==> config.mk <==
export PLATFORM = sky130hd
export DESIGN_NAME = minhash_kmer_selector
export DESIGN_NICKNAME = d
export VERILOG_FILES = /design/src/rtl/minhash_kmer_selector_pkg.sv /design/src/rtl/minhash_kmer_selector_kmer_hash.sv /design/src/rtl/minhash_kmer_selector.sv
export SDC_FILE = /design/constraint.sdc
export NUM_CORES = 1
export LEC_CHECK = 0
export CORE_MARGIN = 8
export CORE_UTILIZATION = 36
export DETAILED_ROUTE_END_ITERATION = 10
export GPL_TIMING_DRIVEN = 0
export PLACE_DENSITY_LB_ADDON = 0.12
export SYNTH_ARGS = -nofsm -noshare
export SYNTH_HDL_FRONTEND = slang
export SYNTH_SLANG_ARGS = --single-unit
==> constraint.sdc <==
create_clock -name clk -period 8.2 [get_ports clk]
set_input_delay 1.64 -clock clk [delete_from_list [all_inputs] [get_ports clk]]
set_output_delay 1.64 -clock clk [all_outputs]
set_load 0.005 [all_outputs]
==> src/rtl/minhash_kmer_selector_pkg.sv <==
// Shared types for the minhash k-mer selector: FSM states, table entry, hash defaults.
package proj_pkg;
    localparam int HASH_LEN = 16;
    localparam logic [HASH_LEN-1:0] HASH_SEED = 16'h9E37;
    localparam int ACTUAL_MEM = 32;
    localparam int INDICE_LEN = $clog2(ACTUAL_MEM);

    typedef enum logic [1:0] {
        ST_IDLE,
        ST_SCAN,
        ST_DRAIN,
        ST_DONE
    } state_t;

    // Table entry widths follow the package defaults; the top's INDICE_LEN/HASH_LEN must match.
    typedef struct packed {
        logic                  valid;
        logic [INDICE_LEN-1:0] index;
        logic [HASH_LEN-1:0]   hash;
    } entry_t;
endpackage

==> src/rtl/minhash_kmer_selector_kmer_hash.sv <==
// Combinational multiplicative k-mer hash: word * HASH_SEED, truncated to HASH_LEN.
module kmer_hash #(
    parameter int                  KMER_LEN  = 4,
    parameter int                  BASE_LEN  = 4,
    parameter int                  HASH_LEN  = 16,
    parameter logic [HASH_LEN-1:0] HASH_SEED = 16'h9E37
) (
    input  logic [KMER_LEN*BASE_LEN-1:0] kmer_word,
    output logic [HASH_LEN-1:0]          hash
);
    localparam int WORD_W = KMER_LEN*BASE_LEN;

    logic [WORD_W+HASH_LEN-1:0] prod;

    assign prod = {{HASH_LEN{1'b0}}, kmer_word} * {{WORD_W{1'b0}}, HASH_SEED};
    assign hash = prod[HASH_LEN-1:0];
endmodule

==> src/rtl/minhash_kmer_selector.sv <==
// Scans memory one k-mer per clock and keeps the INDICES_COUNT smallest hashes, sorted.
// Optional: define MINHASH_SKIP_N_EN to drop k-mers containing an 'N' (4'h0) base.
module minhash_kmer_selector
    import proj_pkg::*;
#(
    parameter int                  KMER_LEN      = 4,
    parameter int                  BASE_LEN      = 4,
    parameter int                  ACTUAL_MEM    = 32,
    parameter int                  MEM_LEN       = ACTUAL_MEM*BASE_LEN,
    parameter int                  INDICES_COUNT = 2,
    parameter int                  INDICE_LEN    = $clog2(ACTUAL_MEM),
    parameter int                  HASH_LEN      = proj_pkg::HASH_LEN,
    parameter logic [HASH_LEN-1:0] HASH_SEED     = proj_pkg::HASH_SEED,
    parameter int                  CNT_LEN       = $clog2(INDICES_COUNT+1)
) (
    input  logic                                    clk,
    input  logic                                    rst_n,
    input  logic                                    start,
    input  logic [MEM_LEN-1:0]                      memory,
    output logic                                    busy,
    output logic                                    done,
    output logic [INDICES_COUNT-1:0][INDICE_LEN-1:0] kmer_indices,
    output logic [CNT_LEN-1:0]                      valid_count
);
    localparam int NUM_KMERS = ACTUAL_MEM-KMER_LEN+1;
    localparam logic [INDICE_LEN-1:0] POS_LAST = INDICE_LEN'(NUM_KMERS-1);

    state_t state, state_nxt;

    logic [INDICE_LEN-1:0]          pos;
    logic [KMER_LEN*BASE_LEN-1:0]   kmer_word;
    logic [HASH_LEN-1:0]            hash_c;
    logic                           keep_c;
    logic                           start_acc;

    logic                           s1_vld;
    logic                           s1_keep;
    logic [INDICE_LEN-1:0]          s1_idx;
    logic [HASH_LEN-1:0]            s1_hash;

    entry_t [INDICES_COUNT-1:0]     tab, tab_nxt;
    entry_t                         ent_new;
    logic   [INDICES_COUNT-1:0]     lt;

    assign start_acc = (state == ST_IDLE) && start;
    assign kmer_word = memory[int'(pos)*BASE_LEN +: KMER_LEN*BASE_LEN];

    kmer_hash #(
        .KMER_LEN (KMER_LEN),
        .BASE_LEN (BASE_LEN),
        .HASH_LEN (HASH_LEN),
        .HASH_SEED(HASH_SEED)
    ) u_hash (
        .kmer_word(kmer_word),
        .hash     (hash_c)
    );

`ifdef MINHASH_SKIP_N_EN
    always_comb begin
        keep_c = 1'b1;
        for (int b = 0; b < KMER_LEN; b++)
            if (kmer_word[b*BASE_LEN +: BASE_LEN] == '0) keep_c = 1'b0;
    end
`else
    assign keep_c = 1'b1;
`endif

    always_ff @(posedge clk or negedge rst_n) begin
        if (!rst_n) state <= ST_IDLE;
        else        state <= state_nxt;
    end

    always_comb begin
        state_nxt = state;
        busy      = 1'b1;
        done      = 1'b0;
        unique case (state)
            ST_IDLE: begin
                busy = 1'b0;
                if (start) state_nxt = ST_SCAN;
            end
            ST_SCAN:  if (pos == POS_LAST) state_nxt = ST_DRAIN;
            ST_DRAIN: state_nxt = ST_DONE;
            ST_DONE: begin
                done      = 1'b1;
                state_nxt = ST_IDLE;
            end
            default:  state_nxt = ST_IDLE;
        endcase
    end

    // Stage 1: position counter and registered {pos, hash, keep}.
    always_ff @(posedge clk or negedge rst_n) begin
        if (!rst_n) begin
            pos     <= '0;
            s1_vld  <= 1'b0;
            s1_keep <= 1'b0;
            s1_idx  <= '0;
            s1_hash <= '0;
        end else if (start_acc) begin
            pos    <= '0;
            s1_vld <= 1'b0;
        end else begin
            s1_vld <= (state == ST_SCAN);
            if (state == ST_SCAN) begin
                pos     <= pos + 1'b1;
                s1_keep <= keep_c;
                s1_idx  <= pos;
                s1_hash <= hash_c;
            end
        end
    end

    // Stage 2: sorted insert. lt is monotonic because valid slots stay packed and sorted.
    assign ent_new = {1'b1, s1_idx, s1_hash};

    genvar g;
    generate
        for (g = 0; g < INDICES_COUNT; g++) begin : g_slot
            assign lt[g] = !tab[g].valid || (tab[g].hash > s1_hash);
            if (g == 0) begin : g_head
                assign tab_nxt[g] = lt[g] ? ent_new : tab[g];
            end else begin : g_body
                assign tab_nxt[g] = lt[g] ? (lt[g-1] ? tab[g-1] : ent_new) : tab[g];
            end
            assign kmer_indices[g] = tab[g].valid ? tab[g].index : '0;
        end
    endgenerate

    always_ff @(posedge clk or negedge rst_n) begin
        if (!rst_n)                  tab <= '0;
        else if (start_acc)          tab <= '0;
        else if (s1_vld && s1_keep)  tab <= tab_nxt;
    end

    always_comb begin
        valid_count = '0;
        for (int i = 0; i < INDICES_COUNT; i++)
            valid_count = valid_count + CNT_LEN'(tab[i].valid);
    end
endmodule

==> qor.txt <==
top cells by area, synth: dfrtp_1 17%, mux4_2 13%, ha_1 11%
Synthesis Warnings: 0
Post-CTS Hold Fix Bufs: 0
dpl hpwl: 31900 um
syn_nets: 1418
pin count of the biggest net entering global routing: 43
first-pass GRT wire length: 62000 um
Yosys reg bits: 74
synthesized area: 0.0107 mm2
Slew HR: 0.303
sequential fraction of the synthesis area: 0.173
post-synth top area cell: dfrtp_1
CP arrival: 8.05 ns
DRC viols: 0
DRT Pass-1 Iters: 5
ANT cells: 0
critical path data required time: 8.39 ns
outcome: finished, final reports clean
Synth Instances: 1148
Worst Hold Class: register to register
fin util: 0.441
Layout area overhead: 21.2%
Initial Util: 0.364
layout cells sized above 1: 0.140
Max Buffers Root-to-Sink: 2
Congestion Overflow GR: 0
FP Rows: 63
Post-Route WL: 39500 um
CTS H-tree depth: 3
CP startpoint kind: input pin
most instantiated cells after synthesis: 122 x inv_1, 114 x nand2_1, 96 x ha_1
min Tclk post-route: 7.86 ns
EDFF count, synth: 0
number of port buffers: 144
Final Hold Viols: 0
Final Max Tran Viols: 0
core area: 0.0295 mm2
RePlAce Congestion: 0.996
nets@finish: 1575
Die Wd: 189 um
Least-Margin Pin Slew: 1.04 ns
RSZ-0062 raised after global routing: no
Overall Global Routing Usage: 0.222
post-route clock skew: 0.00934 ns
Initial DRC Count: 907
Die Height: 189 um
vias in the first global route: 10338
FFs w/ async S/R, synth: 1.00
detailed-route via count: 9755
# Max-Cap Violations: 0
clock sinks: 74
Synth Flop Type: dfrtp_1
FILL cells: 2990
Die ar.: 0.0356 mm2
Worst-path clk slew: 0.06 ns
Period Utilization, post-route: 0.959
max frequency: 127 MHz
Crit. End Element: register
CTS root buf: clkbuf_16
setup violators final: 0
Post-Syn Area per Cell: 9.35 um2
WL/cell: 23.3 um
Max Fanout on Critical Path: 4
CTS Buf Count: 9
clock latency on the worst-skew pair: 0.34 ns
most frequent cell after synthesis: inv_1
initial antenna violation count: 0
top cell type's share of synthesized area: 0.173
CTS tree: built
Netlist cell types: 72
antenna-violating nets left: 0
Avg Vias per Cell: 5.74
IO Count: 145
WS Path Type: input pin to register
-- what timing repair did --
action | CTS | global route
endpoints found under the setup margin | 0 | 2
setup buffers | 0 | 1
gates resized for setup | 0 | 19
-- sequential cells by signal, summed over array words and instances (netlist names) --
signal   cells
pos          5
s1_hash     16
s1_idx       5
s1_keep      1
s1_vld       1
state        2
tab         44
-- final timing paths --
check | cells past startpoint | end | from | slack [ns]
worst min register to register | 1 | s1_keep | s1_keep | 0.50
worst min-delay path | 1 | s1_keep | s1_keep | 0.50
worst max register to register | 29 | s1_hash[14] | pos[0] | 0.45
worst max-delay path | 23 | s1_hash[15] | memory[70] | 0.34
min in group asynchronous | 1 | tab[31] | rst_n | 1.26
max in group asynchronous | 2 | s1_idx[2] | rst_n | 6.35
-- area by class of cell --
type,count,area [um2],area share
well taps,390,488,0.0375
clock buffers,9,225,0.0173
repair buffers,146,1470,0.113
inverters,124,465,0.0358
flip-flops and latches,74,1850,0.142
plain buffers,84,485,0.0373
multi-input cells,866,7970,0.613
clock inverters,7,46.3,0.00356
-- critical path, stage by stage --
cell,delay (ns)
clkdlybuf4s50_1,0.50
mux4_2,0.53
mux4_2,0.48
o21ai_2,0.27
inv_1,0.11
ha_1,0.33
inv_1,0.06
fa_1,0.47
inv_1,0.05
fa_1,0.51
inv_1,0.06
fa_1,0.50
fa_1,0.52
fa_1,0.45
xnor2_1,0.17
xnor2_1,0.16
xnor2_1,0.11
xnor2_1,0.24
xnor2_1,0.17
xnor2_1,0.15
xnor3_1,0.25
xnor2_1,0.24
a21oi_1,0.10
-- through the flow --
stage                     hold WS (ns)  instances  setup TNS (ns)  worst slack [ns]  area [um2]
after floorplan                  0.460       1148               0              1.05       10700
after global placement           0.487       1682         -0.0735           -0.0735       12700
after detailed placement         0.485       1683          -0.191            -0.145       12700
after CTS                        0.502       1699               0            0.0177       13000
after global routing             0.537       1700               0            0.0263       13000
final                            0.500       1700               0             0.338       13000
-- logic make-up after synthesis --
logic type,Yosys count,share of synthesized area
AOI/OAI and AO/OA,222,0.141
xor gates and xnor gates,34,0.0290
adders and majority gates,139,0.192
buffers and inverters,208,0.0862
DFF,74,0.173
muxes,182,0.256
and+or+nand+nor,289,0.123
-- routing by layer --
layer  vias up  wire length [um]  GRT usage
met2       477             17600      0.346
met1      4740             17600      0.301
met4         0              1400     0.0779
met3        99              2940     0.0449
met5         -                 0          0
li1       4439                 -          -
-- cell usage in the layout, fill, tap and decap left out, types with 10 or more instances in the layout --
| master | n |
|---|---|
| buf_2 | 27 |
| mux2_2 | 32 |
| dfrtp_1 | 74 |
| and3_1 | 10 |
| mux4_2 | 61 |
| a211o_1 | 20 |
| ha_1 | 96 |
| nor2b_1 | 13 |
| and2_1 | 13 |
| a21o_1 | 10 |
| fa_1 | 43 |
| clkdlybuf4s50_1 | 143 |
| clkbuf_1 | 24 |
| mux2i_1 | 80 |
| nor2_1 | 50 |
| nand4_1 | 10 |
| inv_1 | 122 |
| o21ai_0 | 45 |
| nand3_1 | 54 |
| xor2_1 | 13 |
| a21oi_1 | 55 |
| nand2_1 | 114 |
| a211oi_1 | 15 |
| xnor2_1 | 20 |
| o21a_1 | 12 |
Power is not shown: default switching activity piles up to over one toggle a cycle in this logic, so the estimate is an artifact.
